`src/rtl/v_wb_arbiter.sv`:
```
// v_wb_arbiter
//   Shares the single vector register-file write port between the vector ALU
//   and the vector memory unit (vle32 load data). Each source pushes results
//   through a valid/ready handshake into its own small FIFO; a round-robin
//   arbiter drains one FIFO head per cycle into a registered write port.
//   A per-register pending mask is exported so issue logic can stall on
//   RAW/WAW hazards against writes that have not reached the register file.
//
// Ports
//   clk, rst                    clock, synchronous active-high reset
//   alu_valid_i / alu_ready_o   ALU result handshake
//   alu_addr_i / alu_data_i     ALU destination vreg and result
//   mem_valid_i / mem_ready_o   load result handshake
//   mem_addr_i / mem_data_i     load destination vreg and data
//   vwb_en_o                    register-file write enable (registered)
//   vwb_addr_o / vwb_data_o     write address / data (hold when idle)
//   pending_o                   bit k set while a write to vreg k is buffered
//                               or sitting in the output register

// v_wb_arbiter_fifo
//   Per-source result buffer. Circular storage with read/write pointers that
//   wrap modulo DEPTH and a separate occupancy count to tell full from empty.
//
// Ports
//   clk, rst                    clock, synchronous active-high reset
//   push_valid / push_ready     producer handshake (no accept while full)
//   push_addr / push_data       entry written at the tail
//   pop                         remove the head (ignored when empty)
//   empty                       no valid entries
//   head_addr / head_data       oldest entry
//   pending                     one-hot OR of all valid entry addresses
module v_wb_arbiter_fifo #(
  parameter int AW    = 5,
  parameter int DW    = 256,
  parameter int DEPTH = 2,
  parameter int NREG  = 32
) (
  input  logic            clk,
  input  logic            rst,
  input  logic            push_valid,
  output logic            push_ready,
  input  logic [AW-1:0]   push_addr,
  input  logic [DW-1:0]   push_data,
  input  logic            pop,
  output logic            empty,
  output logic [AW-1:0]   head_addr,
  output logic [DW-1:0]   head_data,
  output logic [NREG-1:0] pending
);

  localparam int PW = $clog2(DEPTH);
  localparam int CW = $clog2(DEPTH + 1);

  logic [AW-1:0] addr_mem [DEPTH];
  logic [DW-1:0] data_mem [DEPTH];
  logic [PW-1:0] rd_ptr;
  logic [PW-1:0] wr_ptr;
  logic [CW-1:0] count;
  logic          full;
  logic          push;
  logic          do_pop;
  logic [PW-1:0] offset;

  // A full FIFO never accepts, even when it pops in the same cycle, so the
  // ready path does not depend on the arbiter's grant.
  assign full       = (count == CW'(DEPTH));
  assign empty      = (count == '0);
  assign push_ready = !rst && !full;
  assign push       = push_valid && push_ready;
  assign do_pop     = pop && !empty;
  assign head_addr  = addr_mem[rd_ptr];
  assign head_data  = data_mem[rd_ptr];

  // Storage is not reset; only entries covered by count are ever looked at.
  always_ff @(posedge clk) begin
    if (push) begin
      addr_mem[wr_ptr] <= push_addr;
      data_mem[wr_ptr] <= push_data;
    end
  end

  always_ff @(posedge clk) begin
    if (rst) begin
      rd_ptr <= '0;
      wr_ptr <= '0;
      count  <= '0;
    end else begin
      if (push)   wr_ptr <= wr_ptr + 1'b1;
      if (do_pop) rd_ptr <= rd_ptr + 1'b1;
      case ({push, do_pop})
        2'b10:   count <= count + 1'b1;
        2'b01:   count <= count - 1'b1;
        default: count <= count;
      endcase
    end
  end

  // A slot holds a live entry when its distance from the read pointer is
  // below the occupancy count.
  always_comb begin
    pending = '0;
    offset  = '0;
    for (int i = 0; i < DEPTH; i++) begin
      offset = PW'(i) - rd_ptr;
      if (CW'(offset) < count) pending[addr_mem[i]] = 1'b1;
    end
  end

endmodule

module v_wb_arbiter #(
  parameter int VREG_AW    = 5,
  parameter int VREG_DW    = 256,
  parameter int NREG       = 32,
  parameter int FIFO_DEPTH = 2
) (
  input  logic               clk,
  input  logic               rst,
  input  logic               alu_valid_i,
  output logic               alu_ready_o,
  input  logic [VREG_AW-1:0] alu_addr_i,
  input  logic [VREG_DW-1:0] alu_data_i,
  input  logic               mem_valid_i,
  output logic               mem_ready_o,
  input  logic [VREG_AW-1:0] mem_addr_i,
  input  logic [VREG_DW-1:0] mem_data_i,
  output logic               vwb_en_o,
  output logic [VREG_AW-1:0] vwb_addr_o,
  output logic [VREG_DW-1:0] vwb_data_o,
  output logic [NREG-1:0]    pending_o
);

  typedef enum logic {GRANT_ALU, GRANT_MEM} grant_e;

  grant_e             last_grant;
  grant_e             last_grant_next;
  logic               grant_alu;
  logic               grant_mem;
  logic               alu_empty;
  logic               mem_empty;
  logic [VREG_AW-1:0] alu_head_addr;
  logic [VREG_DW-1:0] alu_head_data;
  logic [VREG_AW-1:0] mem_head_addr;
  logic [VREG_DW-1:0] mem_head_data;
  logic [NREG-1:0]    alu_pending;
  logic [NREG-1:0]    mem_pending;
  logic [NREG-1:0]    out_pending;

  v_wb_arbiter_fifo #(
    .AW(VREG_AW), .DW(VREG_DW), .DEPTH(FIFO_DEPTH), .NREG(NREG)
  ) u_alu_fifo (
    .clk        (clk),
    .rst        (rst),
    .push_valid (alu_valid_i),
    .push_ready (alu_ready_o),
    .push_addr  (alu_addr_i),
    .push_data  (alu_data_i),
    .pop        (grant_alu),
    .empty      (alu_empty),
    .head_addr  (alu_head_addr),
    .head_data  (alu_head_data),
    .pending    (alu_pending)
  );

  v_wb_arbiter_fifo #(
    .AW(VREG_AW), .DW(VREG_DW), .DEPTH(FIFO_DEPTH), .NREG(NREG)
  ) u_mem_fifo (
    .clk        (clk),
    .rst        (rst),
    .push_valid (mem_valid_i),
    .push_ready (mem_ready_o),
    .push_addr  (mem_addr_i),
    .push_data  (mem_data_i),
    .pop        (grant_mem),
    .empty      (mem_empty),
    .head_addr  (mem_head_addr),
    .head_data  (mem_head_data),
    .pending    (mem_pending)
  );

  // Round-robin state: remembers which source won most recently. Resetting
  // to ALU makes MEM win the first tie.
  always_ff @(posedge clk) begin
    if (rst) last_grant <= GRANT_ALU;
    else     last_grant <= last_grant_next;
  end

  // On a tie the source that did not win last time is granted; a lone
  // non-empty FIFO is always granted; with nothing buffered the round-robin
  // state is left alone.
  always_comb begin
    grant_alu       = 1'b0;
    grant_mem       = 1'b0;
    last_grant_next = last_grant;
    if (!alu_empty && !mem_empty) begin
      if (last_grant == GRANT_ALU) grant_mem = 1'b1;
      else                         grant_alu = 1'b1;
    end else if (!alu_empty) begin
      grant_alu = 1'b1;
    end else if (!mem_empty) begin
      grant_mem = 1'b1;
    end
    if (grant_alu) last_grant_next = GRANT_ALU;
    if (grant_mem) last_grant_next = GRANT_MEM;
  end

  // Registered write port. Address and data keep their last value on idle
  // cycles so only the enable toggles.
  always_ff @(posedge clk) begin
    if (rst) begin
      vwb_en_o   <= 1'b0;
      vwb_addr_o <= '0;
      vwb_data_o <= '0;
    end else begin
      vwb_en_o <= grant_alu || grant_mem;
      if (grant_alu) begin
        vwb_addr_o <= alu_head_addr;
        vwb_data_o <= alu_head_data;
      end else if (grant_mem) begin
        vwb_addr_o <= mem_head_addr;
        vwb_data_o <= mem_head_data;
      end
    end
  end

  // A write stays visible as pending until it has left the output register.
  assign out_pending = vwb_en_o ? (NREG'(1) << vwb_addr_o) : '0;
  assign pending_o   = alu_pending | mem_pending | out_pending;

endmodule

```
`config.mk`:
```
export PLATFORM = sky130hd
export DESIGN_NAME = v_wb_arbiter
export DESIGN_NICKNAME = d
export VERILOG_FILES = /design/src/rtl/v_wb_arbiter.sv
export SDC_FILE = /design/constraint.sdc
export NUM_CORES = 1
export LEC_CHECK = 0
export ABC_AREA = 1
export CAP_MARGIN = 20
export CORE_AREA = 2 2 318 320
export DETAILED_ROUTE_END_ITERATION = 16
export DIE_AREA = 0 0 320 322
export GPL_TIMING_DRIVEN = 1
export PLACE_DENSITY = 0.77
export SYNTH_ARGS = -nofsm -noshare
export SYNTH_HDL_FRONTEND = slang
export SYNTH_SLANG_ARGS = --single-unit
```
`constraint.sdc`:
```
create_clock -name clk -period 34.9 [get_ports clk]
set_input_delay 5.235 -clock clk [delete_from_list [all_inputs] [get_ports clk]]
set_output_delay 5.235 -clock clk [all_outputs]
set_load 0.01 [all_outputs]
```
Word level (Yosys, flattened, before mapping)
Memories as Yosys holds them, arrays and structs flattened. A register that Yosys moved wholly into a read port is not among the register bits.
Cells that the tools add are included.
{"block": "totals", "register_bits": 271, "latchBits": 0, "ramBits": 1044, "mem_bits_ro": 0, "out_inout_bits": 296, "memories": 4}
{"memory": "u_alu_fifo.data_mem", "depth": 2, "width": 256, "rd": 1, "rd_ports_with_merged_regs": 1, "write_ports": 1, "line_no": "55", "source": "logic [DW-1:0] data_mem [DEPTH];"}
{"memory": "u_mem_fifo.data_mem", "depth": 2, "width": 256, "rd": 1, "rd_ports_with_merged_regs": 1, "write_ports": 1, "line_no": "55"}
{"memory": "u_alu_fifo.addr_mem", "depth": 2, "width": 5, "rd": 3, "rd_ports_with_merged_regs": 1, "write_ports": 1, "line_no": "54", "source": "logic [AW-1:0] addr_mem [DEPTH];"}
{"memory": "u_mem_fifo.addr_mem", "depth": 2, "width": 5, "rd": 3, "rd_ports_with_merged_regs": 1, "write_ports": 1, "line_no": "54"}
{"block": "op_classes", "addsub": 12, "multipliers": 0, "div_mod_pow": 0, "order_cmp": 12, "n_eq_ne": 6, "n_shift": 1, "n_mux": 40, "bitwise": 4, "reduce_logical": 22}
{"operator": "2-to-1 mux 256 bit", "n": 2}
{"operator": "2-to-1 mux 32 bit", "n": 5}
{"operator": "OR 32 bit", "n": 4}
{"operator": "<< shifter 1 x 5 -> 32 bit, first input constant", "n": 1}
{"operator": "2-to-1 mux 1 bit", "n": 25}
{"operator": "less-than comparator 5 x 6 -> 1 bit, second input constant", "n": 4}
{"operator": "demux 1 bit (select 5 bit)", "n": 4}
{"operator": "greater-or-equal comparator 5 x 1 -> 1 bit, second input constant", "n": 4}
{"operator": "logical AND 1 bit", "n": 11}
{"operator": "2-to-1 mux 5 bit", "n": 2}
{"operator": "equality test 2 bit, second input constant", "n": 4}
{"operator": "less-than comparator 1 x 2 -> 1 bit", "n": 4}
{"operator": "case mux 2 bit (2 select lines)", "n": 2}
{"operator": "nonzero test 2 bit", "n": 3}
{"operator": "zero test 1 bit", "n": 5}
{"operator": "adder 1 bit, second input constant", "n": 4}
{"operator": "adder 2 x 1 -> 2 bit, second input constant", "n": 2}
{"operator": "equality test 2 x 1 -> 1 bit, second input constant", "n": 2}
{"operator": "zero test 2 bit", "n": 2}
{"operator": "subtractor 1 bit, first input constant", "n": 4}
{"operator": "subtractor 2 x 1 -> 2 bit, second input constant", "n": 2}
{"operator": "logical OR 1 bit", "n": 1}

Longest topological paths before layout
{"block": "logic_depth", "depth_word": 9, "ltp_mapped": 12, "ltp_nobuf": 11}

Modules after synthesis
From an unflattened synthesis, not the netlist that was laid out.
{"block": "hier_totals", "cells_unflattened": 4321, "area_unflattened_um2": 55263.0}
{"module": "v_wb_arbiter_fifo (u_alu_fifo)", "n_inst": 1, "cells_per_inst": 980, "area_per_inst_um2": 20672.3, "seq_area_each_um2": 15775.1}
{"module": "v_wb_arbiter_fifo (u_mem_fifo)", "n_inst": 1, "cells_per_inst": 969, "area_per_inst_um2": 20612.3, "seq_area_each_um2": 15775.1}
{"module": "v_wb_arbiter", "n_inst": 1, "cells_per_inst": 2372, "area_per_inst_um2": 13978.4, "seq_area_each_um2": 5265.0}

Worst setup path after synthesis
No wires, ideal clock.
{"block": "synth_timing", "path_type": "input to register", "start": "in rst", "end": "mem u_mem_fifo.addr_mem[0][0] (enable)", "setup_time_ns": 0.889, "t_arrival_ns": 16.704, "required_ns": 34.011, "slack_ns": 17.308, "cell_stages": 4, "n_path_buf": 1, "path_cell_list": "clkbuf_1 > a21oi_1 > nand2_1 > nor2_1"}
{"block": "synth_via", "elab_chain_len": 5}
{"item": "from (decl)", "line_no": "118", "source": "input logic rst,"}
{"item": "zero test 1 bit", "line_no": "68", "source": "assign push_ready = !rst && !full;"}
{"item": "logical AND 1 bit", "line_no": "68"}
{"item": "net mem_ready_o", "line_no": "124", "source": "output logic mem_ready_o,"}
{"item": "logical AND 1 bit", "line_no": "69", "source": "assign push = push_valid && push_ready;"}
{"item": "2-to-1 mux 1 bit", "line_no": "76", "source": "if (push) begin"}
{"item": "2-to-1 mux 1 bit (implied by the code)", "line_no": "77", "source": "addr_mem[wr_ptr] <= push_addr;"}
{"item": "to (decl)", "line_no": "54"}
The timed path passes the listed nets, and every way through them passes these cells.

Worst setup path in the final report
{"block": "layout_timing", "start": "in rst", "end": "out alu_ready_o"}
{"block": "layout_via", "elab_chain_len": 2}
{"item": "zero test 1 bit", "line_no": "68"}
{"item": "logical AND 1 bit", "line_no": "68"}
{"item": "to (decl)", "line_no": "120", "source": "output logic alu_ready_o,"}
No other way between the ends.

==> impl_metrics.env <==
export IMPL_post_route_drc_count=0
export IMPL_port_buffers=821
export IMPL_wl_per_cell_um=22.3
export IMPL_die_h_um=322
export IMPL_area_growth_syn_to_layout_pct=26.7
export IMPL_wl_um=153000
export IMPL_worstPathArrival_ps=6890
export IMPL_antenna_left=0
export IMPL_cts_resized=0
export IMPL_mostFrequentLayoutCell="nand2_1"
export IMPL_slew_violations=0
export IMPL_cts_tree="built"
export IMPL_hold_path_class="reg -> reg"
export IMPL_finalCritPeriodShare_pct=34.7
export IMPL_path_cells="clkdlybuf4s50_1 -> a21oi_1 -> clkdlybuf4s50_1"
export IMPL_grt_max_degree=137
export IMPL_synthTopCellsByArea="edfxtp_1, nand2_1, dfxtp_1"
export IMPL_report_final_hold_viol_count=0
export IMPL_critPathSlowestCell="clkdlybuf4s50_1"
export IMPL_die_area_mm2=0.103
export IMPL_synthesis_nets=5206
export IMPL_grt_overflow=0
export IMPL_grt_pass1_wl_um=223000
export IMPL_rows=116
export IMPL_grt_usage_pct=28.9
export IMPL_drive_above_1_share_pct=4.58
export IMPL_r2r_setup_slack_ps=30520
export IMPL_cts_root_buf="clkbuf_16"
export IMPL_p_leak_nw=24.7
export IMPL_start_kind="primary input"
export IMPL_synth_seq_cells=1317
export IMPL_tightestPinTransition_ps=1160
export IMPL_cts_buffers=136
export IMPL_required_ps=29660
export IMPL_clock_sinks=1317
export IMPL_synth_area_mm2=0.0512
export IMPL_postCtsSetupRepairBufs=0
export IMPL_maxCapViolations=0
export IMPL_setup_viol=0
export IMPL_globalplace_congestion=0.933
export IMPL_yosysTopAreaCell="edfxtp_1"
export IMPL_min_period_ps=12120
export IMPL_coreArea_mm2=0.0996
export IMPL_antenna_found_initial=62
export IMPL_yosysUniqueCellTypes=23
export IMPL_syn_avg_cell_area_um2=10.9
export IMPL_tns_ps=0
export IMPL_crit_fanout=6
export IMPL_path_common_cell="clkdlybuf4s50_1"
export IMPL_nNetsFinal=5940
export IMPL_synth_cells=4678
export IMPL_place_inst=6572
export IMPL_cts_buffer_depth=3
export IMPL_clk_latency_ps=760
export IMPL_dr_pass1_iters=6
export IMPL_finClkSkew_ps=30.2
export IMPL_mostFrequentLayoutCells="nand2_1, edfxtp_1, clkdlybuf4s50_1, nand3_1, inv_1"
export IMPL_path_clk_slew_ps=60
export IMPL_critPathCaptureType="output port"
export IMPL_instances_no_fill=6877
export IMPL_status="finished clean"
export IMPL_hpwl_um=94000
export IMPL_yosysWarnings=0
export IMPL_vias_per_cell=5.49
export IMPL_path_delay_family="buffers and inverters"
export IMPL_synth_top_area_share_pct=61.3
export IMPL_hold_buffers=0
export IMPL_h_tree_depth=4
export IMPL_pin_count=822
export IMPL_ir_worst_vdd_mv=0.0768
export IMPL_cpPeakStageDelay_ps=630
export IMPL_synth_seq_area_share_pct=72.0
export IMPL_grt_pass1_vias=36300
export IMPL_power_density_mw_per_mm2=78.5
export IMPL_worstSetupPathType="in -> out"
export IMPL_crit_buf_inv=2
export IMPL_fmax_mhz=82.5
export IMPL_dieWidth_um=320
export IMPL_drt_iter0_markers=3647
export IMPL_rsz0062_at_grt="no"
export IMPL_slew_headroom_pct=22.7
export IMPL_dr_total_vias=37800
export IMPL_start_util_pct=51.4
-- worst paths after layout --
check | start | to | cells after the start
worst max-delay path | rst | alu_ready_o | 3
worst max register to register | flip-flop | vwb_data_o[25]$_SDFFE_PP0P_ | 8
worst min register to register | vwb_data_o[229]$_SDFFE_PP0P_ | vwb_data_o[229]$_SDFFE_PP0P_ | 2
worst min-delay path | vwb_data_o[229]$_SDFFE_PP0P_ | vwb_data_o[229]$_SDFFE_PP0P_ | 2
-- routing by layer --
metal  wire length, µm  vias to the layer above  track usage (%)
met2             75900                     1703             47.8
met4              7580                       32             15.8
met3             12500                      397             6.83
met5               217                        -                0
li1                  -                    17400                -
met1             57000                    18200             35.0
-- cells in the mapped netlist --
library cell     n
nand4_1        271
inv_1          323
o21ai_0        274
buf_2           92
buf_4           21
dfxtp_1        273
edfxtp_1      1044
nor2_4           2
nand3b_1         2
o21bai_1         2
clkbuf_1       117
ha_1             2
nand2_1       1671
inv_2            3
nor2_2           1
nor2_1         189
buf_1           35
nand3_1        338
a21oi_1         10
nor3_1           3
a21oi_4          1
buf_6            1
o21a_1           3
-- where the power goes --
group	internal, mW	leakage (nW)	switching, mW	total, mW
sequential	1.91	11.8	0.111	2.02
clock	0.843	2.19	0.609	1.45
combinational	0.523	10.7	1.09	1.61
total	3.28	24.7	1.81	5.09
-- layout make-up --
| class | count | area [µm²] |
|---|---|---|
| antenna | 52 | 130 |
| clock buffer | 189 | 3800 |
| clock inverter | 64 | 697 |
| fill | 7266 | 34700 |
| inverter | 326 | 1250 |
| multi-input combinational | 2769 | 12000 |
| sequential | 1317 | 36800 |
| tap | 1298 | 1620 |
| timing repair buffer | 862 | 8560 |
-- registers in the layout, summed over array words and instances, names as in the netlist, named ones only --
signal,count
last_grant,1
u_alu_fifo.addr_mem,10
u_alu_fifo.count,2
u_alu_fifo.data_mem,512
u_alu_fifo.rd_ptr,1
u_alu_fifo.wr_ptr,1
u_mem_fifo.addr_mem,10
u_mem_fifo.count,2
u_mem_fifo.data_mem,512
u_mem_fifo.rd_ptr,1
u_mem_fifo.wr_ptr,1
vwb_addr_o,5
vwb_data_o,256
vwb_en_o,1
-- worst min-delay path: cells and delay by family, from the launching register on --
kind	cells	cell delay, ps
AND/OR/NAND/NOR	2	100
flip-flops	1	310
-- cell families after synthesis --
logic type	count (synthesis)	share of synthesized area, %
adders and majority gates	2	0.0489
AOI/OAI and AO/OA	290	2.88
DFF	1317	72.0
and+or+nand+nor	2477	20.4
buffers and inverters	592	4.74
-- stage by stage --
step	power [mW]	setup WS, ps	hold WS, ps	util, %	cell area [µm²]
floorplan	3.00	17310	435	-	51200
global placement	3.61	22760	436	60.5	60200
detailed placement	3.65	22750	438	60.5	60200
CTS	5.10	22730	452	65.0	64700
global route	5.32	22700	468	65.1	64800
finish	5.09	22780	449	65.1	64800
Note: power is estimated with default switching activity, not from simulation.
